File: config.mk
export PLATFORM = sky130hd
export DESIGN_NAME = apb_timer_slave
export DESIGN_NICKNAME = d
export VERILOG_FILES = /design/src/rtl/apb_timer_slave.sv
export SDC_FILE = /design/constraint.sdc
export NUM_CORES = 1
export LEC_CHECK = 0
export CORE_MARGIN = 1
export CORE_UTILIZATION = 56
export DETAILED_ROUTE_END_ITERATION = 12
export PLACE_DENSITY = 0.88
export SYNTH_ARGS = -nofsm -noshare
export SYNTH_HDL_FRONTEND = slang
export SYNTH_SLANG_ARGS = --single-unit
File: constraint.sdc
create_clock -name hclk -period 2.6 [get_ports hclk]
set_input_delay 0.39 -clock hclk [delete_from_list [all_inputs] [get_ports hclk]]
set_output_delay 0.39 -clock hclk [all_outputs]
set_load 0.005 [all_outputs]
File: src/rtl/apb_timer_slave.sv
// apb_timer_slave: APB slave hosting a 32-bit down-counting timer.
//
// Features: 8-bit prescaler, one-shot or auto-reload mode, and a level
// interrupt. Writes complete with zero wait states. Reads insert one wait
// state; during that cycle the read data is captured into a register.
//
// Register map (word offsets; paddr[1:0] ignored; hit only when
// paddr[ADDR_WIDTH-1:5] == 0):
//   0x00 CTRL     RW  [0] EN, [1] IRQ_EN, [2] RELOAD
//   0x04 LOAD     RW
//   0x08 VALUE    RO  (a write here is an error)
//   0x0C PRESCALE RW  [7:0]
//   0x10 INTSTAT  W1C [0]
//
// Ports:
//   hclk, hreset_n          clock, asynchronous active-low reset
//   psel, penable, paddr,   APB request from the bridge
//   pwrite, pwdata
//   prdata, pready, pslverr APB response (pslverr valid only with pready)
//   timer_irq               level interrupt, INTSTAT & IRQ_EN delayed 1 cycle
module apb_timer_slave #(
  parameter int ADDR_WIDTH = 12,
  parameter int DATA_WIDTH = 32
) (
  input  logic                  hclk,
  input  logic                  hreset_n,
  input  logic                  psel,
  input  logic                  penable,
  input  logic [ADDR_WIDTH-1:0] paddr,
  input  logic                  pwrite,
  input  logic [DATA_WIDTH-1:0] pwdata,
  output logic [DATA_WIDTH-1:0] prdata,
  output logic                  pready,
  output logic                  pslverr,
  output logic                  timer_irq
);

  typedef enum logic {
    RD_IDLE = 1'b0,
    RD_DONE = 1'b1
  } rd_state_e;

  rd_state_e             rd_state_q, rd_state_d;
  logic [DATA_WIDTH-1:0] prdata_q, prdata_d;
  logic [2:0]            ctrl_q, ctrl_d;
  logic [DATA_WIDTH-1:0] load_q, load_d;
  logic [DATA_WIDTH-1:0] value_q, value_d;
  logic [7:0]            prescale_q, prescale_d;
  logic [7:0]            pcnt_q, pcnt_d;
  logic                  intstat_q, intstat_d;
  logic                  irq_q, irq_d;

  logic [2:0]            word_s;
  logic                  addr_hit_s;
  logic                  map_rd_s;
  logic                  map_wr_s;
  logic                  access_s;
  logic                  wr_ok_s;
  logic                  rd_s;
  logic                  tick_s;
  logic                  suppress_s;
  logic                  expire_s;
  logic [DATA_WIDTH-1:0] rdata_s;
  logic                  unused_s;

  assign unused_s   = ^paddr[1:0];
  assign word_s     = paddr[4:2];
  assign addr_hit_s = (paddr[ADDR_WIDTH-1:5] == {(ADDR_WIDTH-5){1'b0}});
  assign map_rd_s   = addr_hit_s && (word_s <= 3'd4);
  assign map_wr_s   = map_rd_s && (word_s != 3'd2);
  assign access_s   = psel & penable;
  assign wr_ok_s    = access_s & pwrite & map_wr_s;
  assign rd_s       = access_s & ~pwrite;

  // A tick fires on the cycle the prescale counter has reached PRESCALE.
  assign tick_s     = ctrl_q[0] && (pcnt_q == prescale_q);
  // A LOAD write, or a CTRL write that stops the timer, overrides a tick.
  assign suppress_s = wr_ok_s && ((word_s == 3'd1) || ((word_s == 3'd0) && !pwdata[0]));

  // Writes are answered immediately; reads only once the data is registered.
  assign pready    = access_s & (pwrite | (rd_state_q == RD_DONE));
  assign pslverr   = pready & (pwrite ? ~map_wr_s : ~map_rd_s);
  assign prdata    = prdata_q;
  assign timer_irq = irq_q;

  // Read data multiplexer for the addressed register.
  always_comb begin
    rdata_s = {DATA_WIDTH{1'b0}};
    case (word_s)
      3'd0:    rdata_s = {{(DATA_WIDTH-3){1'b0}}, ctrl_q};
      3'd1:    rdata_s = load_q;
      3'd2:    rdata_s = value_q;
      3'd3:    rdata_s = {{(DATA_WIDTH-8){1'b0}}, prescale_q};
      3'd4:    rdata_s = {{(DATA_WIDTH-1){1'b0}}, intstat_q};
      default: rdata_s = {DATA_WIDTH{1'b0}};
    endcase
  end

  // Read wait-state FSM: capture data in RD_IDLE, present it in RD_DONE.
  always_comb begin
    rd_state_d = rd_state_q;
    prdata_d   = prdata_q;
    if (!psel) begin
      rd_state_d = RD_IDLE;
    end else begin
      case (rd_state_q)
        RD_IDLE: begin
          if (rd_s) begin
            rd_state_d = RD_DONE;
            prdata_d   = map_rd_s ? rdata_s : {DATA_WIDTH{1'b0}};
          end else begin
            rd_state_d = RD_IDLE;
          end
        end
        RD_DONE: rd_state_d = RD_IDLE;
        default: rd_state_d = RD_IDLE;
      endcase
    end
  end

  // Timer datapath: prescaler, countdown, expiry, then register writes,
  // which take priority over the countdown; expiry beats a W1C of INTSTAT.
  always_comb begin
    ctrl_d     = ctrl_q;
    load_d     = load_q;
    value_d    = value_q;
    prescale_d = prescale_q;
    pcnt_d     = pcnt_q;
    intstat_d  = intstat_q;
    expire_s   = 1'b0;

    if (ctrl_q[0]) begin
      pcnt_d = tick_s ? 8'd0 : (pcnt_q + 8'd1);
    end else begin
      pcnt_d = pcnt_q;
    end

    if (tick_s && !suppress_s) begin
      if (value_q != {DATA_WIDTH{1'b0}}) begin
        value_d = value_q - {{(DATA_WIDTH-1){1'b0}}, 1'b1};
      end else begin
        expire_s = 1'b1;
        if (ctrl_q[2]) begin
          value_d = load_q;
        end else begin
          ctrl_d[0] = 1'b0;
        end
      end
    end else begin
      expire_s = 1'b0;
    end

    if (wr_ok_s) begin
      case (word_s)
        3'd0: begin
          ctrl_d = pwdata[2:0];
          if (!ctrl_q[0] && pwdata[0]) begin
            pcnt_d = 8'd0;
          end else begin
            pcnt_d = pcnt_d;
          end
        end
        3'd1: begin
          load_d  = pwdata;
          value_d = pwdata;
          pcnt_d  = 8'd0;
        end
        3'd3: prescale_d = pwdata[7:0];
        3'd4: begin
          if (pwdata[0]) begin
            intstat_d = 1'b0;
          end else begin
            intstat_d = intstat_q;
          end
        end
        default: intstat_d = intstat_d;
      endcase
    end else begin
      ctrl_d = ctrl_d;
    end

    if (expire_s) begin
      intstat_d = 1'b1;
    end else begin
      intstat_d = intstat_d;
    end
  end

  // Interrupt output is registered from the current status and enable.
  always_comb begin
    irq_d = intstat_q & ctrl_q[1];
  end

  // State registers.
  always_ff @(posedge hclk or negedge hreset_n) begin
    if (!hreset_n) begin
      rd_state_q <= RD_IDLE;
      prdata_q   <= {DATA_WIDTH{1'b0}};
      ctrl_q     <= 3'd0;
      load_q     <= {DATA_WIDTH{1'b0}};
      value_q    <= {DATA_WIDTH{1'b0}};
      prescale_q <= 8'd0;
      pcnt_q     <= 8'd0;
      intstat_q  <= 1'b0;
      irq_q      <= 1'b0;
    end else begin
      rd_state_q <= rd_state_d;
      prdata_q   <= prdata_d;
      ctrl_q     <= ctrl_d;
      load_q     <= load_d;
      value_q    <= value_d;
      prescale_q <= prescale_d;
      pcnt_q     <= pcnt_d;
      intstat_q  <= intstat_d;
      irq_q      <= irq_d;
    end
  end

endmodule
# Word level (Yosys, flattened, before mapping)
# Cells that the tools add are included.
# op_classes
eq_ne	6
muxes	27
n_lt_le_gt_ge	1
n_reduce_logical	22
n_addsub	2
n_bitwise	12
# op_table
cell	n
$mux W32	6
$pmux W32 S5	1
$mux W8	4
$reduce_bool A32 Y1	1
$sub A32 B1 Y32 const B	1
$pmux W8 S2	1
$mux W1	14
$add A8 B1 Y8 const B	1
$eq A8 B8 Y1	1
$and A1 B1 Y1	7
$logic_and A1 B1 Y1	7
$logic_not A7 Y1	1
$eq A3 B2 Y1 const B	2
$reduce_and A2 Y1	3
$reduce_and A3 Y1	2
$reduce_bool A2 Y1	3
$not A1 Y1	4
$eq A3 B1 Y1 const B	1
$eq A3 B3 Y1 const B	1
$le A3 B3 Y1 const B	1
$logic_not A1 Y1	3
$logic_not A3 Y1	1
$ne A3 B2 Y1 const B	1
$pmux W1 S2	1
other kinds (2)	2
# word_totals
regBits	118
out_inout_bits	35
wordCells	80

# Logic depth before layout (Yosys ltp)
# depth
depth_word	10
ltp_mapped	10

# Worst setup path before layout
# Ideal clock, no wire load.
# synth_path
path_type	reg-to-reg
start	reg value_q[22]
end	reg value_q[23]
path_stages_with_launch	9
setup_ns	0.125
arrival_time_ns	2.182
n_path_buf	2
synth_period_minus_slack_ns	2.307
slack_ns	0.293
path_cell_list	dfrtp_1 buf_6 nor4_4 nand3_4 or4_4 buf_6 a311o_1 o2111ai_1 a21oi_1
# synth_between
elab_chain_cells	5
elab_cells_between_ends	6
# synth_lines
item	line	source
start: declaration	47	logic [DATA_WIDTH-1:0] value_q, value_d;
start signal: assignment	201	value_q <= {DATA_WIDTH{1'b0}};
start signal: assignment	211	value_q <= value_d;
$sub A32 B1 Y32 / $reduce_bool A32 Y1 (equally long branches)	140, 139	
$mux W32 (*)	139	if (value_q != {DATA_WIDTH{1'b0}}) begin
$mux W32 (*)	138	if (tick_s && !suppress_s) begin
$mux W32	154	case (word_s)
$mux W32 (*)	153	if (wr_ok_s) begin
named net value_d[23]	47	
# The timed path passes the listed nets; every way through them passes the cells marked *.
# A chain may end at the register's enable or synchronous reset.

# Final worst setup path
# layout_path
start	reg value_q[0]
end	reg value_q[21]
# The elaborated chain is that of the path after synthesis.

==> metrics.yaml <==
nets: 891
synth_simple_gate_area_frac: 0.2264
min_period_over_period: 0.9588
crit_fanout: 6
fmax_mhz: 401.1
antenna_cells: 0
ff2ff_path_depth: 9
grt_pass1_wl_um: 32140
timing.rr.start: "value_q[0]"
cts_buffers: 17
yosys.area_share.xor_xnor: 0.01980
crit_family: "simple AND/OR/NAND/NOR gates"
setup_viol: 0
synthTopCellsByArea: "dfrtp_1 44%, nand2_1 8.7%, a22oi_1 4.0%"
synth_seq_area_share: 0.4449
wire_per_inst_um: 19.87
area_growth_pct: 28.47
die_y_um: 110.9
core_um2: 11470
overflow: 0
status: "completed"
start_util: 0.5787
syn_nets: 789
final_antenna_net_count: 0
synth_top_area_share: 0.4449
r2r_end: "value_q[21]"
viasPerCell: 6.503
instances_no_fill: 994
cpMaxStageDelayCell: "dfrtp_1"
dp_hpwl_um: 13450
cp_slowest_stage_delay_ns: 0.44
cp.required_ns: 2.92
synth.area.mux_share: 0.05694
first_pass_iters: 8
path_class: "flip-flop to flip-flop"
ys.flop_type: "dfrtp_1"
final_cell_mix: "154 x nand2_1, 118 x dfrtp_1, 78 x clkdlybuf4s50_1, 53 x buf_4, 51 x nor2_1"
drc_errors: 0
ys_types: 68
post_cts_buffers: 0
dpl_cell_area_um2: 7864
antenna_found_initial: 0
period_needed_ns: 2.493
synth_edf_count: 0
cts_root_buf: "clkbuf_16"
rrSetupSlack_ns: 0.11
syn_avg_cell_area_um2: 9.005
cts_tree: "yes"
die_x_um: 110.9
worstMarginPinSlew_ns: 0.5059
place.gp.congestion: 0.9374
yosysTopAreaCell: "dfrtp_1"
synthArstFlopShare: 1.000
final_area_um2: 8526
maxSlewHeadroom: 0.6627
fin_ws_ns: 0.1070
startpoint: "value_q[0]"
ir_worst_vdd_v: 0.0005113
track_usage: 0.3329
io_buffers: 81
io_pins: 84
syn-cell-area_um2: 6636
dp.cells: 962
hold_class: "input port to asynchronous set/reset pin"
whs_ns: 0.3805
drive_gt1_frac: 0.1539
cp_data_arrival_time_ns: 2.81
worst-path-stages: 9
grt_max_degree: 66
clk_path_buf_depth: 2
drv_cap: 0
synthAdderAreaFrac: 0.005656
dp_slack_ns: 0.03927
synth_cells: 737
synth_compound_area_frac: 0.2032
crit_path_end_kind: "flip-flop"
clk_pin_slew_worst_paths_ns: 0.06
slew_violations: 0
setup_tns_ns: 0
clock_latency_ns: 0.42
crit_chain: "inv_1, ha_1, nor4bb_1, nand4_1, or3_1, buf_4, nand2b_1, mux2i_1, o31ai_1"
power_density_nw_per_um2: 736.5
htreeDepth: 4
wl_um: 19750
start_kind: "flip-flop"
mostFrequentLayoutCell: "nand2_1"
grt_setup_unrepaired: "false"
cts.sink_count: 118
std_cell_rows: 39
synth_top_family_by_area: "simple AND/OR/NAND/NOR gates"
cp_num_buf_inv: 2
p_total_mw: 6.279
num_vias: 6464
crit_path_end: "value_q[21]"
clock_skew_ns: 0.008488
drt_iter0_drc: 787
hold_viol: 0
grt_pass1_vias: 6342
leakagePower_nw: 3.739
yosys_warnings: 0
die-area_um2: 12290
final_core_util: 0.7435
synth-seq-cells: 118
where the power goes:
group	internal, mW	switching [mW]
logic	0.685	0.887
registers	2.00	0.259
clock network	1.62	0.829
total	4.30	1.97
timing repair:
item	in CTS	in global routing
hold endpoints to repair	16	0
gates resized for setup	0	8
hold buffers	1	0
setup endpoints to repair	0	12
synth_stat cells (all sizes together), types with 3 or more instances:
cell type	count
a32oi	3
nor3b	3
buf	20
inv	12
nand2	154
a31oi	7
nand4b	3
or3	5
a311o	6
xor2	12
dfrtp	118
nand3	15
mux2i	13
o21ai	45
xnor2	3
o2111ai	3
a22oi	35
nand4	8
o31ai	36
and3	7
and2	3
o211ai	4
or4	4
nor3	18
clkbuf	35
a21oi	23
nor4	15
a21boi	7
ha	3
nor2b	3
nor2	53
nand3b	6
mux2	18
a211oi	8
cell type report:
cell class | instances | area, um^2
multi-input combinational | 552 | 3437
sequential | 118 | 2953
fill | 800 | 2942
timing repair buffer | 138 | 1294
clock buffer | 23 | 498.0
tap | 143 | 178.9
clock inverter | 8 | 120.1
inverter | 12 | 45.04
sequential cells by signal (all words and copies together) (netlist names), 3 cells and up:
register,count
value_q,32
load_q,32
pcnt_q,8
prescale_q,8
prdata,32
ctrl_q,3
layer usage:
| layer | track usage | wire [um] |
|---|---|---|
| met4 | 0.1431 | 487 |
| met2 | 0.5255 | 9432 |
| met1 | 0.4507 | 8202 |
| met5 | 0 | 0 |
| met3 | 0.06233 | 1624 |
worst min path at each step:
stage / cells past startpoint / startpoint / endpoint
floorplan: 0 / hreset_n / ctrl_q[0]
global route: 2 / hreset_n / value_q[16]
finish: 2 / hreset_n / prdata[17]
global placement: 1 / hreset_n / prdata[17]
CTS: 2 / hreset_n / value_q[16]
detailed placement: 1 / hreset_n / prdata[17]
cells by family after synthesis:
| kind of cell | count (synthesis) |
|---|---|
| mux | 33 |
| buf+inv | 67 |
| simple gates | 305 |
| flops | 118 |
| fa+ha+maj | 3 |
| compound gates | 196 |
| xor+xnor | 15 |
Power figures use the tool's default switching activity.
